--- src/rtl/idu_if.sv ---
// Fetch-to-decode and decode-to-execute signal bundle for the decode stage.
interface idu_if;
    logic        in_valid;
    logic        in_ready;
    logic [31:0] in_pc;
    logic [31:0] in_instr;
    logic        out_valid;
    logic        out_ready;
    logic [31:0] out_pc;
    logic [31:0] out_instr;
    logic [4:0]  rd;
    logic [4:0]  rs1;
    logic [4:0]  rs2;
    logic [31:0] imm;
    logic [2:0]  typ;
    logic        rd_we;
    logic        illegal;

    // Environment side: drives fetch beats and execute backpressure.
    modport master (
        output in_valid, in_pc, in_instr, out_ready,
        input  in_ready, out_valid, out_pc, out_instr,
        input  rd, rs1, rs2, imm, typ, rd_we, illegal
    );

    // Decode stage side.
    modport slave (
        input  in_valid, in_pc, in_instr, out_ready,
        output in_ready, out_valid, out_pc, out_instr,
        output rd, rs1, rs2, imm, typ, rd_we, illegal
    );
endinterface

--- src/rtl/idu.sv ---
// RV32I instruction decode stage: decodes on entry, buffers in main + skid entries.
module idu #(
    parameter logic [31:0] NOP_INSTR = 32'h0000_0013
) (
    input  logic   clk,
    input  logic   rst_n,
    input  logic   flush_i,
    idu_if.slave   bus
);
    localparam int unsigned XLEN  = 32;
    localparam int unsigned REG_W = 5;
    localparam int unsigned TYP_W = 3;

    localparam logic [TYP_W-1:0] T_R   = 3'd0;
    localparam logic [TYP_W-1:0] T_I   = 3'd1;
    localparam logic [TYP_W-1:0] T_S   = 3'd2;
    localparam logic [TYP_W-1:0] T_B   = 3'd3;
    localparam logic [TYP_W-1:0] T_U   = 3'd4;
    localparam logic [TYP_W-1:0] T_J   = 3'd5;
    localparam logic [TYP_W-1:0] T_ILL = 3'd7;

    typedef struct packed {
        logic [XLEN-1:0]  pc;
        logic [XLEN-1:0]  instr;
        logic [REG_W-1:0] rd;
        logic [REG_W-1:0] rs1;
        logic [REG_W-1:0] rs2;
        logic [XLEN-1:0]  imm;
        logic [TYP_W-1:0] typ;
        logic             rd_we;
        logic             illegal;
    } entry_t;

    // Full decode of one beat into a buffer entry.
    function automatic entry_t decode(input logic [XLEN-1:0] pc, input logic [XLEN-1:0] instr);
        entry_t           e;
        logic [TYP_W-1:0] t;
        e.pc    = pc;
        e.instr = instr;
        e.rd    = instr[11:7];
        e.rs1   = instr[19:15];
        e.rs2   = instr[24:20];
        case (instr[6:0])
            7'b0110011:                                             t = T_R;
            7'b0010011, 7'b0000011, 7'b1100111, 7'b0001111, 7'b1110011: t = T_I;
            7'b0100011:                                             t = T_S;
            7'b1100011:                                             t = T_B;
            7'b0110111, 7'b0010111:                                 t = T_U;
            7'b1101111:                                             t = T_J;
            default:                                                t = T_ILL;
        endcase
        if (instr[1:0] != 2'b11) begin
            t = T_ILL;
        end
        case (t)
            T_I:     e.imm = {{20{instr[31]}}, instr[31:20]};
            T_S:     e.imm = {{20{instr[31]}}, instr[31:25], instr[11:7]};
            T_B:     e.imm = {{19{instr[31]}}, instr[31], instr[7], instr[30:25], instr[11:8], 1'b0};
            T_U:     e.imm = {instr[31:12], 12'b0};
            T_J:     e.imm = {{11{instr[31]}}, instr[31], instr[19:12], instr[20], instr[30:21], 1'b0};
            default: e.imm = '0;
        endcase
        e.typ     = t;
        e.illegal = (t == T_ILL);
        e.rd_we   = ((t == T_R) || (t == T_I) || (t == T_U) || (t == T_J)) && (e.rd != '0);
        return e;
    endfunction

    localparam entry_t RESET_ENTRY = decode(32'h0, NOP_INSTR);

    entry_t main_q, main_d;
    entry_t skid_q, skid_d;
    entry_t in_entry;
    logic   main_valid_q, main_valid_d;
    logic   skid_valid_q, skid_valid_d;
    logic   ready_q, ready_d;
    logic   accept;
    logic   deq;

    // Decode the incoming beat.
    always_comb begin
        in_entry = decode(bus.in_pc, bus.in_instr);
    end

    // Buffer control: flush first, then refill main, shift skid, or park in skid.
    always_comb begin
        main_d       = main_q;
        skid_d       = skid_q;
        main_valid_d = main_valid_q;
        skid_valid_d = skid_valid_q;
        accept       = bus.in_valid & ready_q & ~flush_i;
        deq          = main_valid_q & bus.out_ready;

        if (flush_i) begin
            main_valid_d  = 1'b0;
            skid_valid_d  = 1'b0;
            main_d.instr  = NOP_INSTR;
            main_d.rd_we  = 1'b0;
            main_d.illegal = 1'b0;
        end else if (!main_valid_q || (deq && !skid_valid_q)) begin
            if (accept) begin
                main_d       = in_entry;
                main_valid_d = 1'b1;
            end else begin
                main_valid_d   = 1'b0;
                main_d.instr   = NOP_INSTR;
                main_d.rd_we   = 1'b0;
                main_d.illegal = 1'b0;
            end
        end else if (deq) begin
            main_d       = skid_q;
            main_valid_d = 1'b1;
            skid_valid_d = 1'b0;
        end else if (accept) begin
            skid_d       = in_entry;
            skid_valid_d = 1'b1;
        end

        ready_d = ~skid_valid_d;
    end

    // Buffer state registers.
    always_ff @(posedge clk or negedge rst_n) begin
        if (!rst_n) begin
            main_q       <= RESET_ENTRY;
            skid_q       <= RESET_ENTRY;
            main_valid_q <= 1'b0;
            skid_valid_q <= 1'b0;
            ready_q      <= 1'b1;
        end else begin
            main_q       <= main_d;
            skid_q       <= skid_d;
            main_valid_q <= main_valid_d;
            skid_valid_q <= skid_valid_d;
            ready_q      <= ready_d;
        end
    end

    assign bus.in_ready  = ready_q;
    assign bus.out_valid = main_valid_q;
    assign bus.out_pc    = main_q.pc;
    assign bus.out_instr = main_q.instr;
    assign bus.rd        = main_q.rd;
    assign bus.rs1       = main_q.rs1;
    assign bus.rs2       = main_q.rs2;
    assign bus.imm       = main_q.imm;
    assign bus.typ       = main_q.typ;
    assign bus.rd_we     = main_q.rd_we;
    assign bus.illegal   = main_q.illegal;
endmodule
--- src/flat_wrapper.sv ---
// flat-port wrapper written by rule: the top's interface ports become plain ports
module idu_flat 
#(
    parameter logic [31:0] NOP_INSTR = 32'h0000_0013
)
  (clk, rst_n, flush_i, bus_in_valid, bus_in_pc, bus_in_instr, bus_out_ready, bus_in_ready, bus_out_valid, bus_out_pc, bus_out_instr, bus_rd, bus_rs1, bus_rs2, bus_imm, bus_typ, bus_rd_we, bus_illegal);
  idu_if bus_i ();
  input  logic clk;
  input  logic rst_n;
  input  logic flush_i;
  input wire logic [$bits(bus_i.in_valid)-1:0] bus_in_valid;
  input wire logic [$bits(bus_i.in_pc)-1:0] bus_in_pc;
  input wire logic [$bits(bus_i.in_instr)-1:0] bus_in_instr;
  input wire logic [$bits(bus_i.out_ready)-1:0] bus_out_ready;
  output wire logic [$bits(bus_i.in_ready)-1:0] bus_in_ready;
  output wire logic [$bits(bus_i.out_valid)-1:0] bus_out_valid;
  output wire logic [$bits(bus_i.out_pc)-1:0] bus_out_pc;
  output wire logic [$bits(bus_i.out_instr)-1:0] bus_out_instr;
  output wire logic [$bits(bus_i.rd)-1:0] bus_rd;
  output wire logic [$bits(bus_i.rs1)-1:0] bus_rs1;
  output wire logic [$bits(bus_i.rs2)-1:0] bus_rs2;
  output wire logic [$bits(bus_i.imm)-1:0] bus_imm;
  output wire logic [$bits(bus_i.typ)-1:0] bus_typ;
  output wire logic [$bits(bus_i.rd_we)-1:0] bus_rd_we;
  output wire logic [$bits(bus_i.illegal)-1:0] bus_illegal;
  assign bus_i.in_valid = bus_in_valid;
  assign bus_i.in_pc = bus_in_pc;
  assign bus_i.in_instr = bus_in_instr;
  assign bus_i.out_ready = bus_out_ready;
  assign bus_in_ready = bus_i.in_ready;
  assign bus_out_valid = bus_i.out_valid;
  assign bus_out_pc = bus_i.out_pc;
  assign bus_out_instr = bus_i.out_instr;
  assign bus_rd = bus_i.rd;
  assign bus_rs1 = bus_i.rs1;
  assign bus_rs2 = bus_i.rs2;
  assign bus_imm = bus_i.imm;
  assign bus_typ = bus_i.typ;
  assign bus_rd_we = bus_i.rd_we;
  assign bus_illegal = bus_i.illegal;
  idu #(.NOP_INSTR(NOP_INSTR)) u_core (.clk(clk), .rst_n(rst_n), .flush_i(flush_i), .bus(bus_i));
endmodule
--- config.mk ---
export PLATFORM = sky130hd
export DESIGN_NAME = idu_flat
export DESIGN_NICKNAME = d
export VERILOG_FILES = /design/src/rtl/idu_if.sv /design/src/rtl/idu.sv /design/src/flat_wrapper.sv
export SDC_FILE = /design/constraint.sdc
export NUM_CORES = 1
export LEC_CHECK = 0
export BUFFER_PORTS_ARGS = -buffer_cell sky130_fd_sc_hd__buf_2
export CORE_ASPECT_RATIO = 1.5
export CORE_MARGIN = 4
export CORE_UTILIZATION = 52
export CTS_BUF_LIST = sky130_fd_sc_hd__clkbuf_8
export CTS_CLUSTER_DIAMETER = 150
export DETAILED_ROUTE_END_ITERATION = 10
export HOLD_SLACK_MARGIN = 0.1
export PLACE_DENSITY = 0.74
export SYNTH_ARGS = -nofsm -noshare
export SYNTH_HDL_FRONTEND = slang
export SYNTH_SLANG_ARGS = --single-unit
export TNS_END_PERCENT = 20
--- constraint.sdc ---
create_clock -name clk -period 3.7 [get_ports clk]
set_input_delay 0.74 -clock clk [delete_from_list [all_inputs] [get_ports clk]]
set_output_delay 0.74 -clock clk [all_outputs]
set_load 0.01 [all_outputs]
-- After elaboration in Yosys (flattened, before gate mapping)
Cells that the tools add are included.
- register bits: 235
- input bits: 69
- output and inout port bits: 118
- word-level logic and storage cells: 82
- equality and inequality tests: 19
- multiplexer cells: 19
- bitwise logic cells: 7
- reduce and logical (&&, ||, !) cells: 16
- operators with widths (kind ; count):
    $mux W116 ; 2
    $pmux W32 S5 ; 1
    $mux W32 ; 3
    $mux W50 ; 1
    $eq A7 B7 Y1 const B ; 4
    $eq A7 B6 Y1 const B ; 3
    $pmux W3 S6 ; 1
    $eq A7 B5 Y1 const B ; 2
    $eq A3 B3 Y1 const B ; 3
    $mux W1 ; 8
    $eq A7 B2 Y1 const B ; 1
    $eq A7 B4 Y1 const B ; 1
    $eq A3 B2 Y1 const B ; 2
    $reduce_bool A5 Y1 ; 1
    $reduce_or A5 Y1 ; 1
    $logic_or A1 B1 Y1 ; 4
    $mux W2 ; 2
    $not A1 Y1 ; 4
    $reduce_and A4 Y1 ; 1
    $and A1 B1 Y1 ; 3
    $eq A3 B1 Y1 const B ; 1
    $logic_not A3 Y1 ; 1
    $mux W3 ; 1
    $reduce_and A3 Y1 ; 1
    other kinds (7) ; 9

-- Depth between registers and ports, before layout
Gate-level depths: netlist of run 1.
- word-level depth: 12
- mapped depth: 8
- depth with buffers taken out: 5

-- Worst setup path before layout of run 1
OpenSTA, ideal clock, no wires.
- path type: in2reg
- start point: input port bus_in_instr[3]
- end point: register u_core.main_q, in the netlist u_core.bus.imm[11]
- library setup time: 87 ps
- data arrival time: 1915 ps
- data required time: 3613 ps
- setup slack: 1698 ps
- cell stages on the path: 6
- buffers on the path: 1
- path through: buf_6 -> or3b_4 -> a21oi_4 -> o211ai_1 -> o221a_2 -> a211oi_2
- cells in the longest elaborated chain, start to end: 8
- elaborated cells on any way between the ends: 23
- those cells by class: eq/ne: 16; mux: 5; reduce/logical: 2
- RTL lines (item ; RTL line ; source):
    start, declared ; flat_wrapper.sv:13 ; input wire logic [$bits(bus_i.in_instr)-1:0] bus_in_instr;
    $eq A7 B5 Y1 (tied with other cells) ; idu.sv:43 ; case (instr[6:0])
    $reduce_or A5 Y1 / $reduce_or A2 Y1 (equally long branches) ; idu.sv:43 ;
    $pmux W3 S6 * ; idu.sv:43 ;
    $mux W3 * ; idu.sv:52 ; if (instr[1:0] != 2'b11) begin
    $eq A3 B3 Y1 (tied with other cells) ; idu.sv:55 ; case (t)
    $pmux W32 S5 * ; idu.sv:55 ;
    $mux W50 * ; idu.sv:101 ; if (accept) begin
    $mux W116 * ; idu.sv:100 ; end else if (!main_valid_q || (deq && !skid_valid_q)) begin
    end signal, assigned ; idu.sv:131 ; main_q <= main_d;
    end, declared ; idu.sv:71 ; entry_t main_q, main_d;
Mark *: on every way between the ends. The rest lies on a longest branch, timed or not. The select of a mux whose other input is x is not followed.
A chain may end at the register's enable or synchronous reset.

-- Worst setup path after layout of run 1
- start point: register u_core.ready_q, in the netlist u_core.bus.in_ready
- end point: register u_core.skid_q[27] in the netlist's numbering
- cells in the longest elaborated chain, start to end: 3
- RTL lines (item ; RTL line ; source):
    start, declared ; idu.sv:76 ; logic ready_q, ready_d;
    start signal, assigned ; idu.sv:135 ; ready_q <= ready_d;
    $and A1 B1 Y1 (2 in a row) ; idu.sv:91 ; accept = bus.in_valid & ready_q & ~flush_i;
    $reduce_and A4 Y1 (no source line) ; n/a ;
    end signal, assigned ; idu.sv:132 ; skid_q <= skid_d;
    end, declared ; idu.sv:72 ; entry_t skid_q, skid_d;
Every way passes these cells.

==> results of run 1 <==
==> how the worst max path moves through the flow <==
stage                                  startpoint                             end  cells after the start
detailed placement                   bus_in_valid   u_core.skid_q[18]$_DFFE_PN0P_                      5
finish              u_core.bus.in_ready$_DFF_PN1_   u_core.skid_q[27]$_DFFE_PN0P_                      5
floorplan                         bus_in_instr[3]  u_core.bus.imm[11]$_DFFE_PN0P_                      6
global placement                     bus_in_valid   u_core.skid_q[20]$_DFFE_PN0P_                      5
global route        u_core.bus.in_ready$_DFF_PN1_   u_core.skid_q[35]$_DFFE_PN0P_                      5
CTS                 u_core.bus.in_ready$_DFF_PN1_   u_core.skid_q[32]$_DFFE_PN0P_                      5
==> where the power goes <==
group          switching, mW  internal (mW)  total [mW]  leakage, nW
Combinational          0.738          0.469        1.21         2.51
Sequential             0.251           2.90        3.15         2.76
Clock                  0.924           1.08        2.01        0.379
Total                   1.91           4.45        6.36         5.65
==> through the flow <==
stage | setup WS (ps) | cell area, sq um | power [mW] | hold slack, ps | std cells
floorplan | 1700 | 9640 | 3.86 | 439 | 1058
global placement | 1040 | 10700 | 4.35 | 446 | 1432
detailed placement | 987 | 10700 | 4.41 | 454 | 1432
CTS | 1340 | 11400 | 6.42 | 314 | 1489
global route | 1120 | 11400 | 6.72 | 350 | 1489
finish | 1280 | 11400 | 6.36 | 281 | 1489
==> kinds of logic after synthesis <==
| group | count (synthesis) | share of synthesized area |
|---|---|---|
| simple gates | 485 | 0.211 |
| compound gates | 274 | 0.179 |
| flops | 220 | 0.572 |
| buf+inv | 79 | 0.0375 |
==> registers in the layout (all words and copies together) (netlist names), 3 cells and up <==
register,count
u_core.bus.rs2,5
u_core.bus.out_instr,32
u_core.bus.typ,3
u_core.bus.imm,32
u_core.skid_q,101
u_core.bus.rs1,5
u_core.bus.out_pc,32
u_core.bus.rd,5
==> cell usage after synthesis (2+ instances only) <==
| master | instances |
|---|---|
| o211ai_1 | 3 |
| buf_4 | 4 |
| o21ai_0 | 72 |
| o31ai_1 | 2 |
| buf_6 | 2 |
| dfrtp_1 | 211 |
| clkbuf_1 | 34 |
| a21oi_2 | 10 |
| a211oi_2 | 3 |
| dfstp_2 | 9 |
| nor2b_1 | 2 |
| a21o_1 | 11 |
| a21oi_1 | 73 |
| nand2_1 | 340 |
| a22o_1 | 7 |
| nand2b_1 | 4 |
| nor2_2 | 2 |
| a22oi_1 | 18 |
| and2_1 | 2 |
| and3_1 | 19 |
| a31oi_1 | 34 |
| nand3_1 | 12 |
| inv_1 | 4 |
| nor3_1 | 3 |
| o21a_1 | 2 |
| or3_1 | 6 |
| o21ai_1 | 8 |
| buf_2 | 28 |
| buf_1 | 6 |
| nor2_1 | 79 |
| o22ai_1 | 15 |
| a32oi_1 | 2 |
| nor4_4 | 2 |
==> critical path, stage by stage (launching register included) <==
cell and delay (ps):
dfstp_2 530, and2_1 510, and3_2 340, buf_4 660, nor2_1 110, a21oi_2 130
==> layout make-up <==
cell class	count	area [sq um]	share of cell area
tap	248	310	0.0272
timing repair buffer	200	1100	0.0962
clock inverter	12	51.3	0.00450
clock buffer	45	619	0.0543
sequential	220	5520	0.484
inverter	5	18.8	0.00165
multi-input combinational	759	3780	0.332
==> cell usage in the layout, fill, tap and decap left out, types with 13 or more instances in the layout <==
cell / count
a21oi_1: 73
a22oi_1: 18
a31oi_1: 34
and3_1: 17
buf_2: 185
clkbuf_8: 45
dfrtp_1: 211
inv_1: 13
nand2_1: 340
nor2_1: 78
o21ai_0: 72
o22ai_1: 15
==> per-layer routing <==
metal / share of wire / wire length (um) / GRT usage / vias up
li1: - / - / - / 3902
met1: 0.40 / 10700 / 0.319 / 3878
met2: 0.50 / 13300 / 0.435 / 298
met3: 0.062 / 1640 / 0.0424 / 57
met4: 0.031 / 819 / 0.0952 / 0
met5: 0 / 0 / 0 / -
==> flow_summary.toml, run 1 <==
[synth]
yosysSeqAreaShare = 0.572
ys_types = 62
synthArstFlopShare = 1.00
synth_warnings = 0
netlist_area_sq_mm = 0.00964
synth_seq_cells = 220
yosysTopAreaCellShare = 0.548
synthCells = 1058
synth_area_leaders = "dfrtp_1 55%, nand2_1 13%, a21oi_1 3.8%"
syn_nets = 1127
avgSynthCellArea_sq_um = 9.11
synth_top_cell_by_area = "dfrtp_1"
synth_edf_count = 0
yosys_most_used_dff = "dfrtp_1"

[floorplanning]
ios = 187
die-area_sq_mm = 0.0208
start_util = 0.533
core.rowCount = 60
chipHeight_um = 175
die_width_um = 119
coreArea_sq_mm = 0.0181

[routing]
dr.pass1.iters = 5
drt-total-wl_um = 26400
post-route-drc-count = 0
viasPerCell = 5.46
drt_iter0_markers = 586
ant_nets = 0
routedWlPerCell_um = 17.7
vias = 8135

[clock_tree]
postCtsSetupBuffers = 0
cts_sinks = 220
cts_buffers = 34
cts_tree = "yes"
holdBufCountCts = 0
root_buffer = "clkbuf_8"
clock_path_buffers = 3
cts_resized = 0
clkTransAtPathRegs_ps = 60
cts.htree.levels = 2
clk_latency_ps = 500

[sta]
fmax_ghz = 0.413
slew_headroom = 0.355
tightest_slew_ps = 967
finalSetupViolCount = 0
finalCritPeriodShare = 0.655
finalSetupTns_ps = 0
slew_viol_final = 0
fin_worst_skew_ps = 14.5
hold_viol = 0
period_needed_ps = 2420
rsz0062_at_grt = "false"

[grt]
track_usage = 0.253
overflow = 0
antenna_found_initial = 0
grt_pass1_vias = 8259
grt_start_max_net_pins = 107
grt_pass1_wl_um = 42800

[critical_path]
worstPathRequired_ps = 4120
cp-start-kind = "flop"
worstPathArrival_ps = 2850
timing.rr.end = "u_core.skid_q[27]$_DFFE_PN0P_"
r2r_slack_ps = 1280
end_kind = "flop"
crit_type = "flop to flop"
reg2reg_depth = 5
reg2reg_from = "u_core.bus.in_ready$_DFF_PN1_"
crit_fanout = 75

[cells_and_area]
fin_nets = 1289
n_antenna_cell = 0
fin_util = 0.630
layout-drive-gt1-share = 0.238
area_growth_syn_to_layout_pct = 18.3
nFillCells = 1568

[placement]
gp_congestion = 0.887
dpl.hpwl_um = 17600
port_buffers = 186

[power_and_ir_drop]
power_density_mw_per_mm2 = 558
leakagePower_nw = 5.65
ir_drop_v = 0.000296

[hold_path]
hp-class = "primary input to asynchronous set/reset pin"

[status]
status = "finished, final reports clean"

[flow_run]
maxCapViolCount = 0
Note: power is estimated with default switching activity, not from simulation.
==> run 2, diff against run 1 <==
ABC_AREA = 1   (was not set)
PLACE_DENSITY = 0.77   (was 0.74)
clock period = 2.1 ns   (was 3.7 ns; I/O delays follow)
==> run 2 against run 1 <==
Compared with the run above: register-to-register slack worse by 970 ps; synthesized cell count is 13% higher; die area is 1.8% higher; first-iteration DRC count is 20% higher; routed wire length is 1.7% lower; clock skew hardly changed; clock power is 71% higher; sequential share of layout area is 1.5 points lower; critical endpoint is now u_core.skid_q[62]$_DFFE_PN0P_; largest power group unchanged.
==> flow_summary.toml, run 2 <==
[sta]
finalSetupViolCount = 0
period_needed_ps = 1790
rsz0062_at_grt = "false"
finalSetupTns_ps = 0
fin_worst_skew_ps = 14.2
worst_slack_ps = 309
slew_viol_final = 0
slew_headroom = 0.612
tightest_slew_ps = 581
finalCritPeriodShare = 0.853
hold_viol = 0
hold_ws_ps = 139
fmax_ghz = 0.558

[routing]
post-route-drc-count = 0
drt-total-wl_um = 26000
vias = 8567
routedWlPerCell_um = 15.8
ant_nets = 0
drt_iter0_markers = 704
viasPerCell = 5.21
dr.pass1.iters = 6

[synth]
avgSynthCellArea_sq_um = 8.24
yosys_most_used_dff = "dfrtp_1"
synth_top_cell_by_area = "dfrtp_1"
synthArstFlopShare = 1.00
yosysSeqAreaShare = 0.561
yosysTopAreaCellShare = 0.537
netlist_area_sq_mm = 0.00983
synth_warnings = 0
synth_area_leaders = "dfrtp_1 54%, nand2_1 17%, nor2_1 5.8%"
syn_nets = 1262
synth_seq_cells = 220
synth_edf_count = 0
ys_top_cells_by_count = "450 x nand2_1, 211 x dfrtp_1, 151 x nor2_1, 78 x o21ai_0, 63 x a31oi_1"
yosysMostFrequentCell = "nand2_1"
synthCells = 1193
ys_types = 29

[critical_path]
critPathSlowestCell = "dfstp_2"
reg2reg_depth = 7
crit_chain = "nand2_1 -> nor2_1 -> inv_1 -> nor2_4 -> inv_2 -> buf_12 -> o21ai_0"
end_kind = "flop"
crit_start = "u_core.bus.in_ready$_DFF_PN1_"
crit_fanout = 34
timing.rr.end = "u_core.skid_q[62]$_DFFE_PN0P_"
worstPathRequired_ps = 2500
r2r_slack_ps = 310
crit_type = "flop to flop"
worstPathArrival_ps = 2190
cp-start-kind = "flop"
crit_path_end = "u_core.skid_q[62]$_DFFE_PN0P_"
reg2reg_from = "u_core.bus.in_ready$_DFF_PN1_"
critPathMaxStageDelay_ps = 530

[cells_and_area]
fin_cells = 1645
fin_nets = 1437
regMostFlops = "u_core.skid_q"
largest_reg_flops = 101
layout-drive-gt1-share = 0.224
fin_area_sq_mm = 0.0117
final_cell_mix = "449 x nand2_1, 211 x dfrtp_1, 185 x buf_2"
layout_commonest_cell = "nand2_1"
fin_util = 0.633
area_growth_syn_to_layout_pct = 19.6

[placement]
dp_cells = 1582
dpl.hpwl_um = 17900
port_buffers = 186
gp_congestion = 0.874
pre_cts_ws_ps = 110
placedInstanceArea_sq_mm = 0.0111

[grt]
grt_start_max_net_pins = 105
overflow = 0
track_usage = 0.246
grt_pass1_vias = 8294
antenna_found_initial = 2
grt_pass1_wl_um = 42400

[power_and_ir_drop]
leakagePower_nw = 6.41
p_seq_frac = 0.505
clockPowerShare = 0.304
power_mw = 11.3
ir_drop_v = 0.000589
netSwitchingFraction = 0.302
comb_power_share = 0.192
internal_power_mw = 7.92
p_sw_mw = 3.42
power_density_mw_per_mm2 = 966

[floorplanning]
die_width_um = 120
coreArea_sq_mm = 0.0185
ios = 187
core.rowCount = 61
chipHeight_um = 176
start_util = 0.530
die-area_sq_mm = 0.0212

[clock_tree]
clk_latency_ps = 500
cts_buffers = 35
cts_tree = "yes"
clock_path_buffers = 3
cts.htree.levels = 2
postCtsSetupBuffers = 0
clkTransAtPathRegs_ps = 60
cts_sinks = 220
root_buffer = "clkbuf_8"

[hold_path]
worstHoldStart = "bus_in_pc[23]"
hp-class = "primary input to flop"
min_path_cells = 3

[status]
status = "finished, final reports clean"

[flow_run]
maxCapViolCount = 0
[run 2: worst max-delay path: cells and delay by family, from the launching register on]
kind | cells | cell delay [ps]
flip-flops | 1 | 530
AO/OA/AOI/OAI | 1 | 210
buffers and inverters | 3 | 620
AND/OR/NAND/NOR | 3 | 320
[run 2: layout make-up]
cell class	count	area, sq um
fill	1612	6800
sequential	220	5520
multi-input combinational	848	3770
timing repair buffer	211	1280
clock buffer	42	578
tap	252	315
inverter	52	196
clock inverter	18	81.3
antenna	2	5.00
[run 2: power by group through the flow]
stage	clock, mW	sequential, mW	combinational (mW)
CTS	3.56	5.72	2.21
finish	3.44	5.73	2.18
detailed placement	0	5.78	2.20
global route	3.74	5.84	2.48
floorplan	0	5.88	1.12
global placement	0	5.75	2.13
[run 2: cells by family (layout without fill, tap and decap cells)]
family,after synthesis,in the layout,share of synthesized area
buffers and inverters,125,323,0.0562
and+or+nand+nor,656,656,0.266
other,0,2,0
DFF,220,220,0.561
AOI/OAI and AO/OA,192,192,0.116
[run 2: repair_timing]
| action | CTS | global route |
|---|---|---|
| resized for setup | 0 | 0 |
| hold endpoints to repair | 54 | 0 |
| hold buffers | 1 | 0 |
[run 2: worst min path at each step]
stage                                                 to  slack (ps)
final                     u_core.skid_q[107]$_DFFE_PN0P_         140
after global routing      u_core.skid_q[107]$_DFFE_PN0P_         130
after CTS                 u_core.skid_q[112]$_DFFE_PN0P_         110
after detailed placement  u_core.bus.imm[13]$_DFFE_PN0P_         430
after global placement    u_core.bus.imm[13]$_DFFE_PN0P_         420
after floorplan           u_core.bus.illegal$_DFFE_PN0P_         120
[run 2: layer usage]
metal  wire length (um)  vias up  GRT usage
li1                   -     4173          -
met1              10200     4055      0.311
met2              13400      280      0.419
met3               1430       59     0.0381
met4                957        0      0.110
met5                  0        -          0
